## src/rtl/font_pkg.sv

```systemverilog
// Shared constants, FSM state type and address helper for the font ROM arbiter.
// Optional build macro used by the arbiter: FONT_ARB_OVERLAP_EN.
package font_pkg;

    localparam int unsigned FONT_GLYPH_WORDS = 512;
    localparam int unsigned GLYPH_ROWS       = 16;
    localparam int unsigned ROW_PIXELS       = 32;
    localparam int unsigned FONT_ADDR_W      = 13;

    localparam int unsigned CODE_W = 4;
    localparam int unsigned ROW_W  = $clog2(GLYPH_ROWS);
    localparam int unsigned COL_W  = $clog2(ROW_PIXELS);

    typedef enum logic [1:0] {
        IDLE,
        BURST,
        DRAIN
    } state_t;

    // Word address of one pixel: glyph base + row base + column.
    function automatic logic [FONT_ADDR_W-1:0] glyph_addr(
        input logic [CODE_W-1:0] code,
        input logic [ROW_W-1:0]  row,
        input logic [COL_W-1:0]  col
    );
        return FONT_ADDR_W'(code) * FONT_ADDR_W'(FONT_GLYPH_WORDS)
             + FONT_ADDR_W'(row)  * FONT_ADDR_W'(ROW_PIXELS)
             + FONT_ADDR_W'(col);
    endfunction

endpackage

```

## src/rtl/font_rd_pipe.sv

```systemverilog
// Return-path tag pipeline: carries valid/id/last alongside the ROM read latency.
// Synchronous clear drops every in-flight read tag.
module font_rd_pipe #(
    parameter int unsigned LATENCY = 2
) (
    input  logic clk,
    input  logic reset_n,
    input  logic rd_valid,
    input  logic rd_id,
    input  logic rd_last,
    output logic pix_valid,
    output logic pix_id,
    output logic pix_last,
    output logic occupied
);

    logic [LATENCY-1:0] vld;
    logic [LATENCY-1:0] tag_id;
    logic [LATENCY-1:0] tag_last;

    // id/last are qualified by valid so empty stages read as all-zero.
    always_ff @(posedge clk) begin
        if (!reset_n) begin
            vld      <= '0;
            tag_id   <= '0;
            tag_last <= '0;
        end else begin
            vld[0]      <= rd_valid;
            tag_id[0]   <= rd_valid & rd_id;
            tag_last[0] <= rd_valid & rd_last;
            for (int unsigned s = 1; s < LATENCY; s++) begin
                vld[s]      <= vld[s-1];
                tag_id[s]   <= tag_id[s-1];
                tag_last[s] <= tag_last[s-1];
            end
        end
    end

    assign pix_valid = vld[LATENCY-1];
    assign pix_id    = tag_id[LATENCY-1];
    assign pix_last  = tag_last[LATENCY-1];
    assign occupied  = |vld;

endmodule

```

## src/rtl/font_rom_arbiter.sv

```systemverilog
// Two-requester round-robin arbiter streaming one 32-pixel glyph row per grant from a font ROM.
// Build macro FONT_ARB_OVERLAP_EN: skip DRAIN so the next grant overlaps the previous row's returns.
module font_rom_arbiter
    import font_pkg::*;
#(
    parameter int unsigned ROM_LATENCY = 2
) (
    input  logic                   clk_50MHz,
    input  logic                   reset_n,
    input  logic                   req0_valid,
    input  logic [CODE_W-1:0]      req0_code,
    input  logic [ROW_W-1:0]       req0_row,
    input  logic                   req1_valid,
    input  logic [CODE_W-1:0]      req1_code,
    input  logic [ROW_W-1:0]       req1_row,
    output logic                   req0_ready,
    output logic                   req1_ready,
    output logic                   rom_en,
    output logic [FONT_ADDR_W-1:0] rom_addr,
    input  logic                   rom_data,
    output logic                   pix_valid,
    output logic                   pix_data,
    output logic                   pix_id,
    output logic                   pix_last,
    output logic                   busy
);

    localparam int unsigned DRAIN_W = 2;

    state_t                 state, state_nx;
    logic [COL_W-1:0]       col, col_nx;
    logic [DRAIN_W-1:0]     drain, drain_nx;
    logic [CODE_W-1:0]      code, code_nx;
    logic [ROW_W-1:0]       row, row_nx;
    logic                   id, id_nx;
    logic                   rr_last, rr_nx;
    logic                   rom_en_nx;
    logic [FONT_ADDR_W-1:0] rom_addr_nx;
    logic                   last_col;
    logic                   occupied;

    assign last_col = (col == COL_W'(ROW_PIXELS - 1));

    // rr_last holds the previous winner; resetting it to 1 gives req0 first priority.
    always_ff @(posedge clk_50MHz) begin
        if (!reset_n) begin
            state    <= IDLE;
            col      <= '0;
            drain    <= '0;
            code     <= '0;
            row      <= '0;
            id       <= 1'b0;
            rr_last  <= 1'b1;
            rom_en   <= 1'b0;
            rom_addr <= '0;
        end else begin
            state    <= state_nx;
            col      <= col_nx;
            drain    <= drain_nx;
            code     <= code_nx;
            row      <= row_nx;
            id       <= id_nx;
            rr_last  <= rr_nx;
            rom_en   <= rom_en_nx;
            rom_addr <= rom_addr_nx;
        end
    end

    always_comb begin
        req0_ready  = 1'b0;
        req1_ready  = 1'b0;
        state_nx    = state;
        col_nx      = col;
        drain_nx    = drain;
        code_nx     = code;
        row_nx      = row;
        id_nx       = id;
        rr_nx       = rr_last;
        rom_en_nx   = 1'b0;
        rom_addr_nx = rom_addr;
        case (state)
            IDLE: begin
                if (reset_n) begin
                    req0_ready = req0_valid && (!req1_valid || rr_last);
                    req1_ready = req1_valid && (!req0_valid || !rr_last);
                end
                if (req0_ready || req1_ready) begin
                    id_nx       = req1_ready;
                    code_nx     = req1_ready ? req1_code : req0_code;
                    row_nx      = req1_ready ? req1_row : req0_row;
                    rr_nx       = req1_ready;
                    col_nx      = '0;
                    rom_en_nx   = 1'b1;
                    rom_addr_nx = glyph_addr(code_nx, row_nx, COL_W'(0));
                    state_nx    = BURST;
                end
            end
            BURST: begin
                if (last_col) begin
`ifdef FONT_ARB_OVERLAP_EN
                    state_nx = IDLE;
`else
                    state_nx = DRAIN;
                    drain_nx = DRAIN_W'(ROM_LATENCY - 1);
`endif
                end else begin
                    col_nx      = col + COL_W'(1);
                    rom_en_nx   = 1'b1;
                    rom_addr_nx = glyph_addr(code, row, col_nx);
                end
            end
            DRAIN: begin
                if (drain == '0) begin
                    state_nx = IDLE;
                end else begin
                    drain_nx = drain - DRAIN_W'(1);
                end
            end
            default: state_nx = IDLE;
        endcase
    end

    font_rd_pipe #(
        .LATENCY(ROM_LATENCY)
    ) u_rd_pipe (
        .clk      (clk_50MHz),
        .reset_n  (reset_n),
        .rd_valid (rom_en),
        .rd_id    (id),
        .rd_last  (last_col),
        .pix_valid(pix_valid),
        .pix_id   (pix_id),
        .pix_last (pix_last),
        .occupied (occupied)
    );

    // ROM data is only meaningful in a valid return slot.
    assign pix_data = pix_valid & rom_data;
    assign busy     = (state != IDLE) || occupied;

endmodule

```

## config.mk

```make
export PLATFORM = sky130hd
export DESIGN_NAME = font_rom_arbiter
export DESIGN_NICKNAME = d
export VERILOG_FILES = /design/src/rtl/font_pkg.sv /design/src/rtl/font_rd_pipe.sv /design/src/rtl/font_rom_arbiter.sv
export SDC_FILE = /design/constraint.sdc
export NUM_CORES = 1
export LEC_CHECK = 0
export CORE_MARGIN = 5
export CORE_UTILIZATION = 44
export CTS_CLUSTER_SIZE = 16
export DETAILED_ROUTE_END_ITERATION = 8
export PLACE_DENSITY = 0.76
export RECOVER_POWER = 100
export SYNTH_ARGS = -nofsm -noshare
export SYNTH_HDL_FRONTEND = slang
export SYNTH_SLANG_ARGS = --single-unit
```

## constraint.sdc

```tcl
create_clock -name clk_50MHz -period 1.8 [get_ports clk_50MHz]
set_input_delay 0.45 -clock clk_50MHz [delete_from_list [all_inputs] [get_ports clk_50MHz]]
set_output_delay 0.45 -clock clk_50MHz [all_outputs]
set_load 0.01 [all_outputs]
```

# Yosys cells after proc, flatten, opt, wreduce, memory -nomap -nowiden
# Cells that the tools add are included.
[totals]
register_bits = 39
in_bits = 21
output_inout_bits = 21
wordCells = 71
[op_classes]
n_addsub = 5
eq_ne = 8
muxes = 24
bitwise = 3
n_reduce_logical = 19
[op_table]
columns = ["op", "count"]
rows = [
  ["$add 13x9->13", 2],
  ["$mux 13", 2],
  ["$pmux 13 s2", 1],
  ["$add 13x5->13", 1],
  ["$mux 2", 5],
  ["$mux 5", 2],
  ["$pmux 5 s2", 1],
  ["$reduce_and 3->1", 3],
  ["$mux 1", 8],
  ["$mux 4", 2],
  ["$ne 2x2->1 const B", 4],
  ["$pmux 2 s3", 1],
  ["$reduce_bool 2->1", 3],
  ["$add 5x1->5 const B", 1],
  ["$eq 5x5->1 const B", 1],
  ["$logic_not 2->1", 2],
  ["$logic_or 1x1->1", 4],
  ["$pmux 2 s2", 1],
  ["$and 1x1->1", 3],
  ["$logic_not 1->1", 3],
  ["$eq 2x1->1 const B", 1],
  ["$eq 2x2->1 const B", 1],
  ["$logic_and 1x1->1", 2],
  ["$ne 2x1->1 const B", 1],
  ["other kinds (4)", 4],
]

# Longest topological paths before layout
# Gate-level depths: netlist of run 1.
[logic_depth]
ltp_word = 9
ltp_mapped = 8
mapped_depth_nobuf = 7

# Hierarchy
# From an unflattened synthesis of run 1, not the netlist that was laid out.
[hier_totals]
cells_unflattened = 180
area_unflattened_um2 = 1709.1
[by_module_without_submodules]
columns = ["mod", "n_inst", "cells_each", "area_per_inst_um2", "seq_area_each_um2"]
rows = [
  ["font_rom_arbiter", 1, 167, 1540.2, 560.5],
  ["font_rd_pipe", 1, 13, 168.9, 120.1],
]

# Worst setup path before layout of run 1
# No wires, ideal clock.
[synth_timing]
path_kind = "flip-flop to flip-flop"
startpoint = "reg, netlist name rom_addr[0]"
endpoint = "reg rom_addr[12]"
setup_time_ns = 0.137
arrival_ns = 1.752
required_ns = 1.663
path_slack_ns = -0.090
path_stages_with_launch = 9
n_path_buf = 2
period_less_slack_ns = 1.890
cell_sequence = "dfxtp_1 ha_1 and3_1 ha_1 mux2_2 buf_6 buf_6 o211ai_2 o41ai_2"
[synth_rtl]
columns = ["item", "line", "source"]
rows = [
  ["end signal: assignment", "font_rom_arbiter.sv:65", "rom_addr <= rom_addr_nx;"],
  ["end: declaration", "font_rom_arbiter.sv:19", "output logic [FONT_ADDR_W-1:0] rom_addr,"],
]

==> key figures, run 1 <==
Status
  • Status: completed

Placement
  • Placed inst area: 2300 µm²
  • Detailed placer's ending HPWL: 2.91 mm
  • Routability cong.: 0.807
  • Port Buffers: 41
  • Place WS: -0.595 ns

GRT
  • Largest net degree at the start of global routing: 30
  • Vias in the first global route: 1503
  • Initial antenna violation count: 0
  • Global-route wire length before repair: 6.92 mm
  • Global route overflow: 0
  • Total GRT Usage: 16.9%

Synth
  • Post-synthesis mux area share: 1.27%
  • Adder-cell share of the synthesized area: 2.24%
  • Synthesized instance count: 180
  • Syn nets: 204
  • Synthesized cell area: 1680 µm²
  • Synth Area in Simple Gates: 18.6%
  • Count of different cell masters after synthesis: 40
  • Yosys reg bits: 34
  • Synth Area in Compound Gates: 31.2%
  • Synth Area in XOR/XNOR: 0.522%
  • Largest family of logic cells by synthesized area: compound AO/OA/AOI/OAI gates
  • Ys Warns: 0
  • Seq/Total Area, Yosys: 40.6%
  • Synthesized area per cell: 9.32 µm²

Drt
  • # DRC: 0
  • Final WL: 4.11 mm
  • DR vias: 1603
  • Post-route ant nets: 0
  • TritonRoute pass-1 iters: 4
  • Drt wl/cell: 14.1 µm
  • Vias per Instance: 5.51
  • Iter 0 DRT Violations: 86

Layout
  • Area added between synthesis and finish: 42.4%
  • Antenna cells: 0
  • Number of fillers in the final layout: 329
  • FF+latch area: 683 µm²
  • Fin area: 2390 µm²
  • Commonest non-fill, non-tap cell in the layout: clkdlybuf4s50_1
  • Area occupied by multi-input gates: 927 µm²
  • Layout cells sized above 1: 25.9%
  • Layout Nets: 266
  • Most frequent cells in the layout: clkdlybuf4s50_1, dfxtp_1, buf_4

STA
  • Worst Tran Pin Value: 0.420 ns
  • Max Clk Rate: 0.573 GHz
  • Tcrit/Tclk final: 97.0%
  • Final min period: 1.75 ns
  • Worst relative slew slack: 71.9%
  • Total negative slack: 0 ns
  • Setup Skew: 0.00528 ns
  • Final setup margin: 0.0536 ns
  • Max Slew Vio Count: 0
  • RSZ-0062 raised after global routing: yes
  • Fin. Hold Viols: 0
  • Setup-failing EPs final: 0

Setup path
  • CP max FO: 6
  • Worst reg2reg path depth: 6
  • Worst Path Required: 2.00 ns
  • Reg2Reg Setup Slack: 0.05 ns
  • Crit Path Category: reg2reg
  • CP Capture Type: flip-flop
  • Crit path launch type: flip-flop
  • Worst r2r src: rom_addr[0]$_SDFFE_PN0P_
  • End point of the critical path: rom_addr[9]$_SDFFE_PN0P_
  • Worst EP arrival: 1.94 ns
  • Reg-to-Reg End: rom_addr[9]$_SDFFE_PN0P_
  • Worst Setup SP: rom_addr[0]$_SDFFE_PN0P_

Clock network
  • Clock Path Buffers: 2
  • Clk Latency, worst-skew pair: 0.29 ns
  • H-Tree Depth: 2
  • CTS tree: yes
  • Reg clk slew, reported paths: 0.07 ns
  • Clk sink count: 34
  • Total CTS buffers: 5
  • Root buf cell: clkbuf_8

Pwr
  • Lkg Pwr: 1.02 nW
  • Peak supply drop: 401 µV
  • PD cells: 735 nW/µm²

Floorplan
  • Row count: 22
  • Die W: 71.8 µm
  • Total core area: 3690 µm²
  • Ports: 42
  • Die Area: 5150 µm²
  • Die H: 71.8 µm
  • Initial Utilization: 45.5%

Hold path
  • Hold Path Depth: 1
  • Hold WC Path Type: reg2reg

Run
  • MaxCap Viol Count: 0
worst max-delay path, stage by stage (launching register included):
cell,delay [ns]
dfxtp_2,0.32
ha_2,0.19
and3_1,0.18
ha_2,0.18
mux2_4,0.30
buf_4,0.18
o41ai_2,0.32
final cells by class:
class,count,share of cell area [%]
inverters,3,0.471
clock buffers,7,3.61
repair buffers,69,25.8
multi-input cells,129,38.8
flip-flops and latches,34,28.6
well taps,48,2.51
clock inverters,1,0.209
cells by family after synthesis:
group	Yosys count
AND/OR/NAND/NOR	58
adder cells (fa/ha/maj)	3
multiplexers	2
flip-flops	34
buffers and inverters	17
AO/OA/AOI/OAI	65
XOR/XNOR	1
metal layers:
| metal | wire (µm) | vias up | part of all wire [%] | global-route usage (%) |
|---|---|---|---|---|
| met5 | 0 | - | 0 | 0 |
| met4 | 64 | 0 | 1.6 | 6.26 |
| met3 | 361 | 7 | 8.8 | 5.05 |
| met2 | 1840 | 62 | 45 | 26.6 |
| met1 | 1850 | 738 | 45 | 21.8 |
| li1 | - | 796 | - | - |
cells in the mapped netlist (all sizes together):
library cell / instances / area, µm²
dfxtp: 34 / 681
a21oi: 21 / 105
nor2: 16 / 60.1
o21ai: 12 / 60.1
and3: 11 / 68.8
o211ai: 10 / 120
buf: 9 / 61.3
a211oi: 8 / 60.1
nand2: 8 / 37.5
o41ai: 8 / 130
and2: 6 / 37.5
clkbuf: 5 / 20.0
nor3: 5 / 30.0
ha: 3 / 37.5
inv: 3 / 11.3
nand2b: 2 / 12.5
nand3: 2 / 10.0
nor2b: 2 / 12.5
nor3b: 2 / 15.0
a221oi: 1 / 8.76
a311oi: 1 / 8.76
a31o: 1 / 8.76
a31oi: 1 / 6.26
a32oi: 1 / 8.76
and4b: 1 / 10.0
mux2: 1 / 11.3
mux2i: 1 / 10.0
nand4: 1 / 6.26
o31ai: 1 / 7.51
or2: 1 / 6.26
or3: 1 / 6.26
xnor2: 1 / 8.76
per-stage QoR:
stage	util [%]	instances	hold slack [ns]	total power [W]
after floorplan	-	180	0.412	0.00101
after global placement	62.3	283	0.414	0.00118
after global routing	64.8	291	0.458	0.00183
final	64.8	291	0.441	0.00176
after detailed placement	62.3	283	0.427	0.00119
after CTS	64.7	291	0.443	0.00177
repair_timing:
| item | in CTS | in global routing |
|---|---|---|
| pin swaps | 1 | 0 |
| resized for setup | 15 | 3 |
| hold buffers | 0 | 0 |
| endpoints found under the setup margin | 11 | 7 |
| setup buffers | 0 | 0 |
power breakdown:
| group | internal, W | switching (W) |
|---|---|---|
| logic | 0.000186 | 0.000167 |
| registers | 0.000796 | 0.0000250 |
| clock network | 0.000308 | 0.000276 |
registers in the layout, indices dropped and copies added (netlist names), 2 cells and up:
| signal | cells |
|---|---|
| rom_addr | 13 |
| code | 4 |
| row | 4 |
| drain | 2 |
| state | 2 |
| u_rd_pipe.tag_id | 2 |
| u_rd_pipe.tag_last | 2 |
| u_rd_pipe.vld | 2 |
how the worst min path moves through the flow:
stage	startpoint	endpoint	slack, ns
after CTS	u_rd_pipe.tag_last[0]$_SDFF_PN0_	u_rd_pipe.tag_last[1]$_SDFF_PN0_	0.44
after global placement	u_rd_pipe.tag_id[0]$_SDFF_PN0_	u_rd_pipe.tag_id[1]$_SDFF_PN0_	0.41
after global routing	u_rd_pipe.tag_id[0]$_SDFF_PN0_	u_rd_pipe.tag_id[1]$_SDFF_PN0_	0.46
after floorplan	u_rd_pipe.tag_id[0]$_SDFF_PN0_	u_rd_pipe.tag_id[1]$_SDFF_PN0_	0.41
after detailed placement	u_rd_pipe.tag_last[0]$_SDFF_PN0_	u_rd_pipe.tag_last[1]$_SDFF_PN0_	0.43
final	u_rd_pipe.tag_last[0]$_SDFF_PN0_	u_rd_pipe.tag_last[1]$_SDFF_PN0_	0.44
Note: power is estimated with default switching activity, not from simulation.
==> run 2: changes to the inputs <==
--- a/config.mk
+++ b/config.mk
@@ -7,6 +7,7 @@
 export LEC_CHECK = 0
 export CORE_MARGIN = 5
 export CORE_UTILIZATION = 44
+export CTS_CLUSTER_DIAMETER = 50
 export CTS_CLUSTER_SIZE = 16
 export DETAILED_ROUTE_END_ITERATION = 8
 export PLACE_DENSITY = 0.76
==> results of run 2 <==
The final DEF is identical to that of run 1; final timing and power are the same.
==> run 3: changes to the inputs <==
--- a/config.mk
+++ b/config.mk
@@ -10,7 +10,7 @@
 export CTS_CLUSTER_DIAMETER = 50
 export CTS_CLUSTER_SIZE = 16
 export DETAILED_ROUTE_END_ITERATION = 8
-export PLACE_DENSITY = 0.76
+export PLACE_DENSITY = 0.85
 export RECOVER_POWER = 100
 export SYNTH_ARGS = -nofsm -noshare
 export SYNTH_HDL_FRONTEND = slang
==> run 3 against run 2 <==
  * First-iteration DRC count grew 26%
  * Via count fell by 2.6%
  * Non-clock buffer count rose by 1
  * Setup slack got worse by 0.019 ns
  * Count of clock-buffer cells in the layout unchanged
  * Register-to-register slack got worse by 0.02 ns
  * Largest cell class unchanged
==> key figures, run 3 (synthesis results as in run 1) <==
STA
  • Tcrit/Tclk final: 98.1% (+1.1 points)
  • Setup Skew: 0.00594 ns (+0.000658 ns)
  • Worst Tran Pin Value: 0.317 ns (-0.103 ns)
  • Setup-failing EPs final: 0 (unchanged)
  • Max Clk Rate: 0.566 GHz (-1.1%)
  • RSZ-0062 raised after global routing: yes
  • Worst relative slew slack: 78.9% (+7.0 points)
  • Final min period: 1.77 ns (+0.0195 ns)
  • Fin. Hold Viols: 0 (unchanged)
  • Min Hold Slack: 0.428 ns (-0.0137 ns)
  • Max Slew Vio Count: 0 (unchanged)
  • Total negative slack: 0 ns (unchanged)

Pwr
  • Comb power frac: 20.5% (+0.4 points)
  • Clock Power Share: 31.3% (-1.9 points)
  • Sequential fraction of design power: 48.2% (+1.5 points)
  • Cell-internal power: 0.00125 W (-3.4%)
  • Peak supply drop: 525 µV (+31%)
  • Psw: 0.000459 W (-2.0%)
  • PD cells: 719 nW/µm² (-2.2%)
  • Lkg Pwr: 1.01 nW (-1.2%)
  • Switching Share: 26.9% (+0.29 points)

Drt
  • DR vias: 1561 (-2.6%)
  • Drt wl/cell: 14.5 µm (+2.7%)
  • Iter 0 DRT Violations: 108 (+26%)
  • # DRC: 0 (unchanged)
  • Post-route ant nets: 0 (unchanged)
  • Final WL: 4.22 mm (+2.7%)
  • TritonRoute pass-1 iters: 4 (unchanged)
  • Vias per Instance: 5.36 (-2.6%)

Clock network
  • H-Tree Depth: 2 (unchanged)
  • Clk Latency, worst-skew pair: 0.29 ns (about the same)
  • CTS tree: yes
  • Root buf cell: clkbuf_8
  • Clk sink count: 34 (unchanged)
  • Hold buffer count at CTS: 0 (unchanged)
  • Setup bufs post-CTS: 0 (unchanged)
  • Total CTS buffers: 5 (unchanged)
  • Reg clk slew, reported paths: 0.07 ns (about the same)
  • Clock Path Buffers: 2 (unchanged)

GRT
  • Global route overflow: 0 (unchanged)
  • Grt peak-use layer: met2
  • Initial antenna violation count: 0 (unchanged)
  • GR Util met2: 30.7% (+4.1 points)
  • Largest net degree at the start of global routing: 27 (-10%)
  • Global-route wire length before repair: 7.27 mm (+5.0%)
  • M3 GR Usage: 5.05% (unchanged)
  • M1 GR Usage: 20.5% (-1.3 points)
  • Total GRT Usage: 17.8% (+0.83 points)
  • Vias in the first global route: 1598 (+6.3%)

Run
  • MaxCap Viol Count: 0 (unchanged)

Setup path
  • Reg-to-Reg End: rom_addr[8]$_SDFFE_PN0P_
  • Max incr delay on CP: 0.33 ns (about the same)
  • Worst path slowest cell: dfxtp_2
  • Worst reg2reg path depth: 6 (unchanged)
  • Worst Path Required: 1.99 ns (about the same)
  • CP max FO: 6 (unchanged)
  • Worst EP arrival: 1.96 ns (+0.02 ns)
  • Worst r2r src: rom_addr[0]$_SDFFE_PN0P_
  • Crit path launch type: flip-flop
  • Cell mode on critical path: ha_2
  • CP Capture Type: flip-flop
  • Reg2Reg Setup Slack: 0.03 ns (-0.02 ns)
  • CP cell instances: ha_2 -> and3_1 -> ha_2 -> mux2_4 -> buf_4 -> o41ai_2
  • Crit Path Category: reg2reg

Floorplan
  • Row count: 22 (unchanged)
  • Die W: 71.8 µm (unchanged)
  • Initial Utilization: 45.5% (unchanged)
  • Die Area: 5150 µm² (unchanged)
  • Ports: 42 (unchanged)
  • Total core area: 3690 µm² (unchanged)
  • Die H: 71.8 µm (unchanged)

Layout
  • Layout cells sized above 1: 26.3% (+0.41 points)
  • Max FFs per register: 13 (unchanged)
  • Fin area: 2370 µm² (-0.84%)
  • Final core occ: 64.2% (-0.54 points)
  • Commonest non-fill, non-tap cell in the layout: clkdlybuf4s50_1
  • Most frequent cells in the layout: clkdlybuf4s50_1, dfxtp_1, buf_4
  • Biggest regs: rom_addr x13, code x4, row x4
  • Area added between synthesis and finish: 41.2%
  • Antenna cells: 0 (unchanged)
  • Reg with most FFs: rom_addr
  • Layout Nets: 267 (+0.38%)
  • Number of fillers in the final layout: 326 (-0.91%)

Status
  • Status: completed

Placement
  • Port Buffers: 41 (unchanged)
  • Placed inst area: 2290 µm² (-0.22%)
  • Detailed placer's ending HPWL: 3.06 mm (+5.2%)
  • Routability cong.: 0.835 (+3.5%)

Hold path
  • Hold Path Depth: 1 (unchanged)
  • Hold_sp: u_rd_pipe.tag_last[0]$_SDFF_PN0_
  • Worst Hold Path EP: u_rd_pipe.tag_last[1]$_SDFF_PN0_
  • Hold WC Path Type: reg2reg
## run 3: cell types whose count changed in the layout (fill, tap and decap cells not counted), sizes merged
cell    previous run  this run
clkbuf             9         8
buf               28        30
clkinv             1         0
## run 3: per-layer routing
metal  vias to the layer above  wire length (µm)
met5                         -                 0
met4                         0                78
met3                         9               219
met2                        49              2080
met1                       712              1840
li1                        791                 -
## run 3: final cells by class
class                      instances  area [µm²]  area share [%]
multi-input combinational        129         923            39.0
sequential                        34         683            28.8
timing repair buffer              70         616            26.0
clock buffer                       7        76.3            3.22
tap                               48        60.1            2.53
inverter                           3        11.3           0.475
## run 3: worst max path at each step
| stage | start | to | slack (ns) |
|---|---|---|---|
| after detailed placement | reset_n | req1_ready | -0.64 |
| after CTS | req1_valid | req0_ready | 0.01 |
| after global placement | reset_n | req1_ready | -0.66 |
| after global routing | rom_addr[0]$_SDFFE_PN0P_ | rom_addr[3]$_SDFFE_PN0P_ | -0.02 |
| after floorplan | rom_addr[0]$_SDFFE_PN0P_ | rom_addr[12]$_SDFFE_PN0P_ | 0.005 |
| final | rom_addr[0]$_SDFFE_PN0P_ | rom_addr[8]$_SDFFE_PN0P_ | 0.03 |
## run 3: power by group through the flow
stage / registers (W) / clock network, W / logic (W)
final: 0.000821 / 0.000534 / 0.000350
after global routing: 0.000827 / 0.000573 / 0.000380
after CTS: 0.000822 / 0.000545 / 0.000351
after detailed placement: 0.000838 / 0 / 0.000349
after global placement: 0.000836 / 0 / 0.000344
after floorplan: 0.000845 / 0 / 0.000164
## run 3: timing repair
action                                  4_1_cts  5_1_grt
endpoints found under the setup margin       12        9
pin swaps                                     3        4
endpoints found under the hold margin         0        0
resized for setup                            17        2
## run 3: per-stage QoR
stage	instances	power (W)	setup slack, ns
after floorplan	180	0.00101	0.00473
after global placement	284	0.00118	-0.657
after detailed placement	284	0.00119	-0.643
after CTS	291	0.00172	0.0117
after global routing	291	0.00178	-0.0190
final	291	0.00170	0.0341
## run 3: critical path: cells and delay by family (launching register included)
| kind | cells | cell delay (ns) |
|---|---|---|
| buf+inv | 1 | 0.18 |
| fa+ha+maj | 2 | 0.37 |
| simple gates | 1 | 0.19 |
| flops | 1 | 0.33 |
| mux | 1 | 0.30 |
| compound gates | 1 | 0.31 |
